[config.mk]
export PLATFORM = sky130hd
export DESIGN_NAME = vga_timing_gen_flat
export DESIGN_NICKNAME = d
export VERILOG_FILES = /design/src/rtl/vga_pkg.sv /design/src/rtl/vga_if.sv /design/src/rtl/pix_clk_div.sv /design/src/rtl/vga_timing_gen.sv /design/src/flat_wrapper.sv
export SDC_FILE = /design/constraint.sdc
export NUM_CORES = 1
export LEC_CHECK = 0
export CAP_MARGIN = 15
export CORE_MARGIN = 2
export CORE_UTILIZATION = 39
export CTS_CLUSTER_DIAMETER = 60
export CTS_CLUSTER_SIZE = 30
export DETAILED_ROUTE_END_ITERATION = 7
export PLACE_DENSITY_LB_ADDON = 0.3
export SLEW_MARGIN = 20
export SYNTH_ARGS = -nofsm -noshare
export SYNTH_HDL_FRONTEND = slang
export SYNTH_SLANG_ARGS = --single-unit
[constraint.sdc]
create_clock -name clk -period 3.05 [get_ports clk]
set_clock_uncertainty 0.05 [all_clocks]
set_input_delay 0.7625 -clock clk [delete_from_list [all_inputs] [get_ports clk]]
set_output_delay 0.7625 -clock clk [all_outputs]
set_load 0.02 [all_outputs]
[src/rtl/vga_pkg.sv]
// vga_pkg: default 640x480@60 raster timing, coordinate type and sync-window helpers.
package vga_pkg;
   typedef logic [9:0] coord_t;
   localparam int H_ACTIVE = 640;
   localparam int H_FP     = 16;
   localparam int H_SYNC   = 96;
   localparam int H_BP     = 48;
   localparam int H_TOTAL  = H_ACTIVE + H_FP + H_SYNC + H_BP;
   localparam int V_ACTIVE = 480;
   localparam int V_FP     = 10;
   localparam int V_SYNC   = 2;
   localparam int V_BP     = 33;
   localparam int V_TOTAL  = V_ACTIVE + V_FP + V_SYNC + V_BP;
   localparam coord_t H_SYNC_START = coord_t'(H_ACTIVE + H_FP);
   localparam coord_t H_SYNC_END   = coord_t'(H_ACTIVE + H_FP + H_SYNC - 1);
   localparam coord_t V_SYNC_START = coord_t'(V_ACTIVE + V_FP);
   localparam coord_t V_SYNC_END   = coord_t'(V_ACTIVE + V_FP + V_SYNC - 1);
   function automatic logic in_range(coord_t v, coord_t lo, coord_t hi);
      return (v >= lo) && (v <= hi);
   endfunction
endpackage

[src/rtl/vga_if.sv]
// vga_if: raster timing bundle from the timing generator to the video path and DAC.
// Carries frame_cnt only when VGA_FRAME_CNT_EN is defined.
interface vga_if;
   import vga_pkg::*;
   coord_t x;
   coord_t y;
   logic hsync_n;
   logic vsync_n;
   logic blank_n;
   logic vga_clk;
   logic pix_en;
   logic frame_start;
`ifdef VGA_FRAME_CNT_EN
   logic [15:0] frame_cnt;
   modport master (output x, y, hsync_n, vsync_n, blank_n, vga_clk, pix_en, frame_start, frame_cnt);
   modport slave  (input  x, y, hsync_n, vsync_n, blank_n, vga_clk, pix_en, frame_start, frame_cnt);
`else
   modport master (output x, y, hsync_n, vsync_n, blank_n, vga_clk, pix_en, frame_start);
   modport slave  (input  x, y, hsync_n, vsync_n, blank_n, vga_clk, pix_en, frame_start);
`endif
endinterface

[src/rtl/pix_clk_div.sv]
// pix_clk_div: divides clk into a one-clk pixel strobe and a ~50% duty pixel clock.
module pix_clk_div #(
   parameter int CLK_DIV = 2
) (
   input  logic clk,
   input  logic rst_n,
   output logic pix_en,
   output logic vga_clk
);
   localparam int W = $clog2(CLK_DIV);
   logic [W-1:0] div_cnt;
   assign pix_en  = div_cnt == W'(CLK_DIV - 1);
   // Second half of the period is high, so the rising edge lands mid-pixel.
   assign vga_clk = div_cnt >= W'(CLK_DIV / 2);
   always_ff @(posedge clk or negedge rst_n)
      if (!rst_n) div_cnt <= '0;
      else        div_cnt <= pix_en ? '0 : div_cnt + W'(1);
endmodule

[src/rtl/vga_timing_gen.sv]
// vga_timing_gen: VGA raster counters with zero-skew registered sync/blank outputs.
// Optional frame counter output enabled by defining VGA_FRAME_CNT_EN.
module vga_timing_gen #(
   parameter int CLK_DIV  = 2,
   parameter int H_ACTIVE = vga_pkg::H_ACTIVE,
   parameter int H_FP     = vga_pkg::H_FP,
   parameter int H_SYNC   = vga_pkg::H_SYNC,
   parameter int H_BP     = vga_pkg::H_BP,
   parameter int V_ACTIVE = vga_pkg::V_ACTIVE,
   parameter int V_FP     = vga_pkg::V_FP,
   parameter int V_SYNC   = vga_pkg::V_SYNC,
   parameter int V_BP     = vga_pkg::V_BP
) (
   input logic   clk,
   input logic   rst_n,
   vga_if.master vo
);
   import vga_pkg::*;
   localparam coord_t X_LAST = coord_t'(H_ACTIVE + H_FP + H_SYNC + H_BP - 1);
   localparam coord_t Y_LAST = coord_t'(V_ACTIVE + V_FP + V_SYNC + V_BP - 1);
   localparam coord_t X_VIS  = coord_t'(H_ACTIVE);
   localparam coord_t Y_VIS  = coord_t'(V_ACTIVE);
   localparam coord_t HS_LO  = coord_t'(H_ACTIVE + H_FP);
   localparam coord_t HS_HI  = coord_t'(H_ACTIVE + H_FP + H_SYNC - 1);
   localparam coord_t VS_LO  = coord_t'(V_ACTIVE + V_FP);
   localparam coord_t VS_HI  = coord_t'(V_ACTIVE + V_FP + V_SYNC - 1);
   logic   pix_en;
   logic   vga_clk;
   logic   sof;
   coord_t x_nx;
   coord_t y_nx;
   pix_clk_div #(.CLK_DIV(CLK_DIV)) u_div (
      .clk    (clk),
      .rst_n  (rst_n),
      .pix_en (pix_en),
      .vga_clk(vga_clk)
   );
   assign vo.pix_en  = pix_en;
   assign vo.vga_clk = vga_clk;
   always_comb begin
      x_nx = (vo.x == X_LAST) ? '0 : vo.x + coord_t'(1);
      y_nx = (vo.x != X_LAST) ? vo.y : (vo.y == Y_LAST) ? '0 : vo.y + coord_t'(1);
      sof  = (x_nx == '0) && (y_nx == '0);
   end
   // Reset parks at the last blanking pixel so the first pixel strobe opens a full frame.
   always_ff @(posedge clk or negedge rst_n)
      if (!rst_n) begin
         vo.x           <= X_LAST;
         vo.y           <= Y_LAST;
         vo.hsync_n     <= 1'b1;
         vo.vsync_n     <= 1'b1;
         vo.blank_n     <= 1'b0;
         vo.frame_start <= 1'b0;
`ifdef VGA_FRAME_CNT_EN
         vo.frame_cnt   <= '0;
`endif
      end else if (pix_en) begin
         vo.x           <= x_nx;
         vo.y           <= y_nx;
         vo.hsync_n     <= !in_range(x_nx, HS_LO, HS_HI);
         vo.vsync_n     <= !in_range(y_nx, VS_LO, VS_HI);
         vo.blank_n     <= (x_nx < X_VIS) && (y_nx < Y_VIS);
         vo.frame_start <= sof;
`ifdef VGA_FRAME_CNT_EN
         if (sof) vo.frame_cnt <= vo.frame_cnt + 16'd1;
`endif
      end else begin
         vo.frame_start <= 1'b0;
      end
endmodule

[src/flat_wrapper.sv]
// flat-port wrapper written by rule: the top's interface ports become plain ports
module vga_timing_gen_flat import vga_pkg::*;
#(
   parameter int CLK_DIV  = 2,
   parameter int H_ACTIVE = vga_pkg::H_ACTIVE,
   parameter int H_FP     = vga_pkg::H_FP,
   parameter int H_SYNC   = vga_pkg::H_SYNC,
   parameter int H_BP     = vga_pkg::H_BP,
   parameter int V_ACTIVE = vga_pkg::V_ACTIVE,
   parameter int V_FP     = vga_pkg::V_FP,
   parameter int V_SYNC   = vga_pkg::V_SYNC,
   parameter int V_BP     = vga_pkg::V_BP
)
  (clk, rst_n, vo_x, vo_y, vo_hsync_n, vo_vsync_n, vo_blank_n, vo_vga_clk, vo_pix_en, vo_frame_start);
  vga_if vo_i ();
  input logic clk;
  input logic rst_n;
  output wire logic [$bits(vo_i.x)-1:0] vo_x;
  output wire logic [$bits(vo_i.y)-1:0] vo_y;
  output wire logic [$bits(vo_i.hsync_n)-1:0] vo_hsync_n;
  output wire logic [$bits(vo_i.vsync_n)-1:0] vo_vsync_n;
  output wire logic [$bits(vo_i.blank_n)-1:0] vo_blank_n;
  output wire logic [$bits(vo_i.vga_clk)-1:0] vo_vga_clk;
  output wire logic [$bits(vo_i.pix_en)-1:0] vo_pix_en;
  output wire logic [$bits(vo_i.frame_start)-1:0] vo_frame_start;
  assign vo_x = vo_i.x;
  assign vo_y = vo_i.y;
  assign vo_hsync_n = vo_i.hsync_n;
  assign vo_vsync_n = vo_i.vsync_n;
  assign vo_blank_n = vo_i.blank_n;
  assign vo_vga_clk = vo_i.vga_clk;
  assign vo_pix_en = vo_i.pix_en;
  assign vo_frame_start = vo_i.frame_start;
  vga_timing_gen #(.CLK_DIV(CLK_DIV), .H_ACTIVE(H_ACTIVE), .H_FP(H_FP), .H_SYNC(H_SYNC), .H_BP(H_BP), .V_ACTIVE(V_ACTIVE), .V_FP(V_FP), .V_SYNC(V_SYNC), .V_BP(V_BP)) u_core (.clk(clk), .rst_n(rst_n), .vo(vo_i));
endmodule
==> results of run 1 <==
## kinds of logic (layout without fill, tap and decap cells)
kind of cell,count (synthesis),in the layout,synth area share (%)
fa+ha+maj,6,6,3.97
compound gates,42,42,15.5
flops,25,25,35.0
xor+xnor,17,17,8.14
buf+inv,22,40,6.91
simple gates,96,96,29.3
mux,2,2,1.16
## final cells by class
type | instances | share of cell area [%]
multi-input cells | 163 | 50.0
flip-flops and latches | 25 | 30.2
repair buffers | 29 | 13.4
well taps | 52 | 3.06
clock buffers | 4 | 2.12
inverters | 7 | 1.24
## report_power, final
part / internal, mW / leakage (nW) / switching [mW]
Clock: 0.0937 / 0.0228 / 0.107
Sequential: 0.332 / 0.297 / 0
Combinational: 0.00196 / 0.495 / 0.00639
Total: 0.428 / 0.815 / 0.114
## cells in the mapped netlist (2+ instances only)
library cell,instances,share of area [%]
nand2_1,28,5.7
dfrtp_1,13,18
nor2_1,13,2.7
xnor2_1,13,6.2
dfstp_2,12,17
nand3_1,12,3.3
nor3_1,12,3.3
o21ai_0,12,3.3
inv_1,7,1.4
buf_4,6,2.5
a21oi_1,5,1.4
buf_2,5,1.4
ha_1,5,3.4
nand4_1,5,1.7
a31oi_1,4,1.4
o31ai_1,4,1.6
xor2_1,4,1.9
and3_1,3,1.0
nand3_2,3,1.6
nor4_1,3,1.0
a211oi_1,2,0.82
a21oi_2,2,0.96
buf_6,2,1.2
o21a_1,2,0.82
## flip-flops by register name, indices dropped and copies added (netlist names)
name                   count
u_core.u_div.pix_en        1
u_core.vo.blank_n          1
u_core.vo.frame_start      1
u_core.vo.hsync_n          1
u_core.vo.vsync_n          1
u_core.vo.x               10
u_core.vo.y               10
## worst min-delay path by stage
stage / startpoint / slack [ps] / to
floorplan: rst_n / 420 / u_core.u_div.pix_en$_DFF_PN0_
global placement: u_core.vo.hsync_n$_DFFE_PN1P_ / 430 / u_core.vo.hsync_n$_DFFE_PN1P_
detailed placement: u_core.vo.hsync_n$_DFFE_PN1P_ / 440 / u_core.vo.hsync_n$_DFFE_PN1P_
CTS: u_core.vo.hsync_n$_DFFE_PN1P_ / 460 / u_core.vo.hsync_n$_DFFE_PN1P_
global route: u_core.vo.blank_n$_DFFE_PN0P_ / 510 / u_core.vo.blank_n$_DFFE_PN0P_
finish: u_core.vo.hsync_n$_DFFE_PN1P_ / 450 / u_core.vo.hsync_n$_DFFE_PN1P_
## metal layers
layer / wire length (µm) / up-vias
li1: - / 788
met1: 2070 / 757
met2: 1930 / 51
met3: 231 / 7
met4: 86 / 0
met5: 0 / -
## metrics by stage
step / power (mW) / cell area, µm² / setup slack [ps] / util, % / cells
floorplan: 0.338 / 1830 / 867 / - / 210
CTS: 0.552 / 2120 / 577 / 47.8 / 280
global placement: 0.347 / 2080 / 696 / 46.8 / 276
detailed placement: 0.347 / 2080 / 604 / 46.8 / 276
global route: 0.577 / 2120 / 417 / 47.8 / 280
finish: 0.541 / 2120 / 597 / 47.8 / 280
## worst max-delay path: stages, from the launching register on
cell and delay (ps):
dfstp_2 610, ha_1 290, and4_4 290, nand3_2 300, nor3_1 320, xnor2_1 150
nand3_1 90, nor4bb_1 270
## cells in the final DEF, fill, tap and decap left out, types with 2 or more instances in the layout
cell and instances:
clkbuf_8 3, o21ai_0 12, clkdlybuf4s50_1 27, nand3_1 12, o31ai_1 4, o21a_1 2
xor2_1 4, dfrtp_1 13, buf_4 2, nor2_1 13, a211oi_1 2, and3_1 3
a31oi_1 4, ha_1 5, inv_1 7, nand4_1 5, a21oi_2 2, nor3_1 12
nand2_1 28, dfstp_2 12, nand3_2 3, xnor2_1 13, nor4_1 3, a21oi_1 5
==> reports/results.ini, run 1 <==
[run_status]
run_status=complete, no violations

[global_routing]
grt_usage_pct=18.0
grt_pass1_vias=1489
grt_util_met1_pct=26.4
grt_overflow=0
grt_antenna_before_repair=0
grt.busiest_layer=met1
grt_use_met3_pct=2.78
grtUsageMet2_pct=26.2
grt_max_degree=26
grt_pass1_wl_um=7370

[clocking]
cts_buffers=3
cts_setup_buffers=0
postCtsHoldBufs=0
clock-sinks=25
ctsHtreeMaxLevel=1
clk_path_buf_depth=2
cts_tree=built
post_cts_resized=0
worstSkewPairLatency_ps=270
cts_root_buf=clkbuf_8
clkTransAtPathRegs_ps=90

[final_layout]
nets=236
register_area_um2=641
area_growth_pct=16.1
drive_gt1_share_pct=15.4
n_antenna_cell=0
multi_input_area_um2=1060
nFillCells=443

[drt]
first_iter_violations=117
vias=1603
firstDrtPassIters=5
routed_wl_um=4320
vias_per_cell=5.73
wl_per_cell_um=15.4
drc=0
antenna_left=0

[yosys]
synth.distinct_cells=57
synth_fp_nets=217
async_reset_ff_share_pct=100
synth-main-ff-cell=dfrtp_1
synth_seq_area_share_pct=35.0
synth_edf_count=0
syn_area_per_cell_um2=8.71
synth_seq_cells=25
syn-instance-count=210
yosysWarnings=0
syn_area_um2=1830

[setup_path]
critical_path_class=reg2reg
crit_required_ps=3180
r2r_end=u_core.vo.frame_start$_DFF_PN0_
r2r-start=u_core.vo.x[1]$_DFFE_PN1P_
critPathMaxFanout=16
arrival_ps=2580
cp-start-kind=register
reg2reg_depth=7
cp-endpoint=u_core.vo.frame_start$_DFF_PN0_
rrSetupSlack_ps=600
end_kind=register
crit_start=u_core.vo.x[1]$_DFFE_PN1P_

[hold_path]
min-delay-path-class=reg2reg
worstHoldPathCells=2

[sta]
slew_violations=0
finalCriticalPeriod_ps=2450
rsz0062_at_grt=false
relSlewSlack_pct=74.0
holdWs_ps=452
fmax_mhz=408
finalCritPeriodShare_pct=80.4
setup_viol=0
tightest_slew_ps=387
tns_ps=0
final-hold-violation-count=0

[placement]
gp_congestion=0.902
portBuffers=27
hpwlAfterDp_um=3030

[floorplanning]
initial_core_util_pct=41.2
core_area_um2=4440
ios=28
dieArea_um2=5250
die_h_um=72.5
row_count=24
die_w_um=72.5

[power_and_ir_drop]
powerDensity_nw_per_um2=255
power_leakage_nw=0.815
peakVddDrop_uv=135

[flow_run]
drv_cap=0

No activity file was read; power rests on OpenSTA's default activity.
==> run 2: changes to the inputs <==
Clock period 3.05 ns to 2.1 ns, I/O delays scaled along.
==> reports/results.ini, run 2 (synthesized netlist as in run 1, its figures left out) <==
[setup_path]
rrSetupSlack_ps=20  ; -580 ps
arrival_ps=2220  ; -360 ps
critical_path_class=reg2reg
end_kind=register
crit_required_ps=2230  ; -950 ps
critPathMaxFanout=8  ; -8
cp-start-kind=register
reg2reg_depth=8  ; +1

[drt]
vias=1746  ; +8.9%
routed_wl_um=4700  ; +8.7%
vias_per_cell=5.65  ; -1.3%
firstDrtPassIters=4  ; -1
drc=0  ; unchanged
wl_per_cell_um=15.2  ; -1.5%
antenna_left=0  ; unchanged
first_iter_violations=113  ; -3.4%

[global_routing]
grt_max_degree=26  ; unchanged
grt_pass1_vias=1629  ; +9.4%
grt_pass1_wl_um=7800  ; +5.9%
grt_usage_pct=18.8  ; +0.82 points
grt_overflow=0  ; unchanged
grt_antenna_before_repair=0  ; unchanged

[sta]
rsz0062_at_grt=true
setup_viol=0  ; unchanged
relSlewSlack_pct=76.1  ; +2.1 points
slew_violations=0  ; unchanged
tightest_slew_ps=356  ; -31.8 ps
final-hold-violation-count=0  ; unchanged
finalCriticalPeriod_ps=2080  ; -371 ps
holdWs_ps=444  ; -7.60 ps
fmax_mhz=480  ; +18%
finalCritPeriodShare_pct=99.1  ; +19 points

[final_layout]
nFillCells=418  ; -5.6%
area_growth_pct=32.2
n_antenna_cell=0  ; unchanged
drive_gt1_share_pct=29.2  ; +14 points
nets=265  ; +12%
reg_top3=u_core.vo.x (10), u_core.vo.y (10)
layout_commonest_cell=buf_4
final_cell_mix=buf_4 (31), nand2_1 (28), clkdlybuf4s50_1 (19)
fin_area_um2=2420  ; +14%

[power_and_ir_drop]
power.share.switching_pct=22.0  ; +1.0 points
p_int_mw=0.621  ; +45%
peakVddDrop_uv=268  ; +99%
powerDensity_nw_per_um2=329  ; +29%
share_comb_of_total_power_pct=1.5  ; about the same
power_frac_clock_pct=37.9  ; +0.8 points
total_power_mw=0.797  ; +47%
power_leakage_nw=1.01  ; +24%
p_switching_mw=0.175  ; +54%
pwr-share-seq_pct=60.6  ; -0.7 points

[hold_path]
worstHoldPathCells=2  ; unchanged
min-delay-path-class=reg2reg

[clocking]
cts_root_buf=clkbuf_8
clkTransAtPathRegs_ps=90  ; about the same
worstSkewPairLatency_ps=270  ; about the same
cts_tree=built
clock-sinks=25  ; unchanged
ctsHtreeMaxLevel=1  ; unchanged
cts_buffers=3  ; unchanged
clk_path_buf_depth=2  ; unchanged

[placement]
portBuffers=27  ; unchanged
hpwlAfterDp_um=3440  ; +13%
postPlaceCellArea_um2=2280  ; +9.6%
gp_congestion=0.872  ; -3.3%

[floorplanning]
die_h_um=72.5  ; unchanged
die_w_um=72.5  ; unchanged
ios=28  ; unchanged
core_area_um2=4440  ; unchanged
row_count=24  ; unchanged
initial_core_util_pct=41.2  ; unchanged
dieArea_um2=5250  ; unchanged

[run_status]
run_status=complete, no violations

[flow_run]
drv_cap=0  ; unchanged

run 2: area by class of cell:
type / count / area (µm²) / share of cell area, %
inverter: 7 / 26.3 / 1.09
tap: 52 / 65.1 / 2.69
multi-input combinational: 163 / 1140 / 47.1
timing repair buffer: 58 / 500 / 20.7
sequential: 25 / 642 / 26.5
clock buffer: 4 / 45.0 / 1.86
run 2: critical path: stages (launching register included):
cell and delay, ps:
dfstp_2 570, ha_4 140, and4_4 220, buf_4 130, nand3_4 120, nor3_2 230
xnor2_1 160, nand3_1 120, nor4bb_2 270
run 2: stage by stage:
stage                     cells  setup TNS (ps)  setup WS [ps]  util (%)
after floorplan             210               0           4.78         -
after global placement      301           -34.8          -34.8      51.3
after detailed placement    301           -52.2          -52.2      51.3
after CTS                   306               0           5.68      52.9
after global routing        309            -350           -160      54.4
final                       309               0           18.4      54.4
run 2: what timing repair did:
action,CTS,global route
pin swaps,5,2
hold buffers,0,0
gates resized for setup,11,10
buffers inserted,1,3
setup endpoints to repair,7,9
run 2: path summary, 6_finish.rpt:
path                                                from                         endpoint
setup / recovery              u_core.vo.x[0]$_DFFE_PN1P_  u_core.vo.frame_start$_DFF_PN0_
hold / removal             u_core.vo.hsync_n$_DFFE_PN1P_    u_core.vo.hsync_n$_DFFE_PN1P_
setup reg to reg              u_core.vo.x[0]$_DFFE_PN1P_  u_core.vo.frame_start$_DFF_PN0_
hold reg to reg            u_core.vo.hsync_n$_DFFE_PN1P_    u_core.vo.hsync_n$_DFFE_PN1P_
max in group asynchronous                          rst_n    u_core.vo.hsync_n$_DFFE_PN1P_
min in group asynchronous                          rst_n       u_core.vo.y[4]$_DFFE_PN0P_
run 2: metal layers:
layer | up-vias | routed length (µm) | GRT usage, %
li1 | 844 | - | -
met1 | 843 | 2180 | 27.4
met2 | 55 | 2190 | 29.1
met3 | 4 | 258 | 2.50
met4 | 0 | 63 | 5.56
met5 | - | 0 | 0
run 2: power by group through the flow:
| stage | sequential, mW | clock (mW) | combinational [mW] |
|---|---|---|---|
| after floorplan | 0.491 | 0 | 0.000000451 |
| after global placement | 0.491 | 0 | 0.0131 |
| after detailed placement | 0.491 | 0 | 0.0131 |
| after CTS | 0.482 | 0.301 | 0.0131 |
| after global routing | 0.482 | 0.332 | 0.0146 |
| final | 0.482 | 0.302 | 0.0122 |
==> run 3: changes to the inputs <==
Settings changed: SETUP_SLACK_MARGIN set to 0.5.
==> reports/results.ini, run 3 (synthesized netlist as in run 1, its figures left out) <==
[clocking]
worstSkewPairLatency_ps=280  ; about the same
cts_root_buf=clkbuf_8
cts_tree=built
ctsHtreeMaxLevel=1  ; unchanged
cts_buffers=3  ; unchanged
clock-sinks=25  ; unchanged
clk_path_buf_depth=2  ; unchanged
postCtsHoldBufs=0  ; unchanged
clkTransAtPathRegs_ps=100  ; about the same

[setup_path]
end_kind=register
r2r_end=u_core.vo.frame_start$_DFF_PN0_
crit_chain=buf_4 > nand3_2 > nor4_4 > xnor2_2 > and3_1 > o2111ai_1 > nor4bb_2
arrival_ps=2410  ; +190 ps
critPathMaxFanout=5  ; -3
critical_path_class=reg2reg
crit_required_ps=2210  ; -20 ps
r2r-start=u_core.vo.x[1]$_DFFE_PN1P_
rrSetupSlack_ps=-200  ; -220 ps
reg2reg_depth=7  ; -1
max_stage_delay_ps=570  ; about the same
critPathSlowestCell=dfstp_2
cp-start-kind=register

[final_layout]
register_area_um2=648  ; +0.97%
n_antenna_cell=0  ; unchanged
nets=307  ; +16%
layout_commonest_cell=buf_4
final_cell_mix=buf_4 (51), buf_6 (35), nand2_1 (22)
multi_input_area_um2=1310  ; +15%
reg_top3=u_core.vo.x (10), u_core.vo.y (10)
drive_gt1_share_pct=57.2  ; +28 points
nFillCells=313  ; -25%
area_growth_pct=64.1

[sta]
holdWs_ps=454  ; +9.62 ps
tns_ps=-294  ; -294 ps
final-hold-violation-count=0  ; unchanged
setup_slack_ps=-199  ; -218 ps
finalCriticalPeriod_ps=2300  ; +218 ps
tightest_slew_ps=416  ; +60.0 ps
setup_viol=4  ; +4
rsz0062_at_grt=true
fmax_mhz=435  ; -9.5%
slew_violations=0  ; unchanged
relSlewSlack_pct=72.2  ; -3.9 points
finalCritPeriodShare_pct=109  ; +10 points

[power_and_ir_drop]
power_frac_clock_pct=38.8  ; +0.9 points
powerDensity_nw_per_um2=269  ; -18%
power_leakage_nw=1.35  ; +34%
pwr-share-seq_pct=59.7  ; -0.9 points
p_int_mw=0.619  ; -0.43%
power.share.switching_pct=23.5  ; +1.5 points
share_comb_of_total_power_pct=1.5  ; about the same
p_switching_mw=0.190  ; +8.3%
peakVddDrop_uv=178  ; -34%

[drt]
vias_per_cell=5.91  ; +4.6%
wl_per_cell_um=17.9  ; +18%
vias=2075  ; +19%
firstDrtPassIters=5  ; +1
routed_wl_um=6270  ; +33%
antenna_left=0  ; unchanged
drc=0  ; unchanged
first_iter_violations=203  ; +80%

[placement]
place_ws_ps=-27.3  ; +24.9 ps
gp_congestion=0.961  ; +10%
hpwlAfterDp_um=3410  ; -0.90%
portBuffers=27  ; unchanged

[floorplanning]
die_w_um=72.5  ; unchanged
row_count=24  ; unchanged
ios=28  ; unchanged
dieArea_um2=5250  ; unchanged
initial_core_util_pct=41.2  ; unchanged
core_area_um2=4440  ; unchanged
die_h_um=72.5  ; unchanged

[global_routing]
grt_pass1_vias=1767  ; +8.5%
grt_overflow=0  ; unchanged
grt_usage_pct=21.2  ; +2.4 points
grt_antenna_before_repair=0  ; unchanged
grt_pass1_wl_um=8800  ; +13%
grt_max_degree=26  ; unchanged

[hold_path]
hp-start=u_core.vo.blank_n$_DFFE_PN0P_
min-delay-path-class=reg2reg
worstHoldPathCells=2  ; unchanged
hold_end=u_core.vo.blank_n$_DFFE_PN0P_

[flow_run]
drv_cap=0  ; unchanged

[run_status]
violations=setup timing
run_status=complete, but fails checks

## run 3: cell count changes in the layout (fill, tap and decap cells not counted), moves of 6 or more
cell	before	now
clkdlybuf4s50_1	19	1
nand2_1	28	22
buf_4	31	51
buf_6	0	35
o21ai_1	1	8
o21ai_0	12	3
## run 3: power groups by stage
stage               Sequential, mW  Clock [mW]  Combinational, mW
floorplan                    0.491           0        0.000000461
global placement             0.491           0             0.0132
detailed placement           0.491           0             0.0133
CTS                          0.482       0.314             0.0130
global route                 0.482       0.341             0.0149
finish                       0.482       0.314             0.0123
## run 3: metal layers
layer / routed length (µm) / part of all wire [%] / GRT usage [%]
met5: 0 / 0 / 0
met2: 2980 / 48 / 33.6
met1: 2750 / 44 / 31.4
met4: 137 / 2.2 / 4.94
met3: 405 / 6.5 / 1.94
## run 3: stage by stage
step	utilization [%]	std cells	instance area, µm²	total power [mW]
after floorplan	-	210	1880	0.491
after global placement	51.8	300	2300	0.504
after detailed placement	51.8	300	2300	0.504
after CTS	61.0	336	2710	0.809
after global routing	67.5	351	3000	0.838
final	67.5	351	3000	0.808
## run 3: cell type report
cell class                 count  share of cell area, %
timing repair buffer         100                   30.2
tap                           52                   2.17
clock inverter                 1                  0.167
multi-input combinational    163                   43.6
clock buffer                   3                   1.38
sequential                    25                   21.6
inverter                       7                  0.875
## run 3: worst max path at each step
stage                                     startpoint                               to  slack (ps)  depth (start not counted)
after global placement    u_core.vo.x[1]$_DFFE_PN1P_    u_core.vo.blank_n$_DFFE_PN0P_          -2                          7
final                     u_core.vo.x[1]$_DFFE_PN1P_  u_core.vo.frame_start$_DFF_PN0_        -200                          7
after detailed placement  u_core.vo.x[1]$_DFFE_PN1P_    u_core.vo.blank_n$_DFFE_PN0P_         -30                          7
after floorplan           u_core.vo.x[1]$_DFFE_PN1P_    u_core.vo.blank_n$_DFFE_PN0P_          20                          8
after CTS                 u_core.vo.x[0]$_DFFE_PN1P_  u_core.vo.frame_start$_DFF_PN0_          60                          7
after global routing      u_core.vo.x[8]$_DFFE_PN1P_  u_core.vo.frame_start$_DFF_PN0_        -280                          6
## run 3: what timing repair did
item                                    CTS  global route
endpoints found under the setup margin   45            42
resized for setup                       123            65
cloned                                    0             0
pin swaps                                 7            10
endpoints found under the hold margin     0             0
setup buffers                            32            15
## run 3: critical path, delay by kind of cell (launching register included)
family | cells | cell delay (ps)
AO/OA/AOI/OAI | 1 | 160
XOR/XNOR | 1 | 200
buffers and inverters | 1 | 120
flip-flops | 1 | 570
AND/OR/NAND/NOR | 4 | 1090
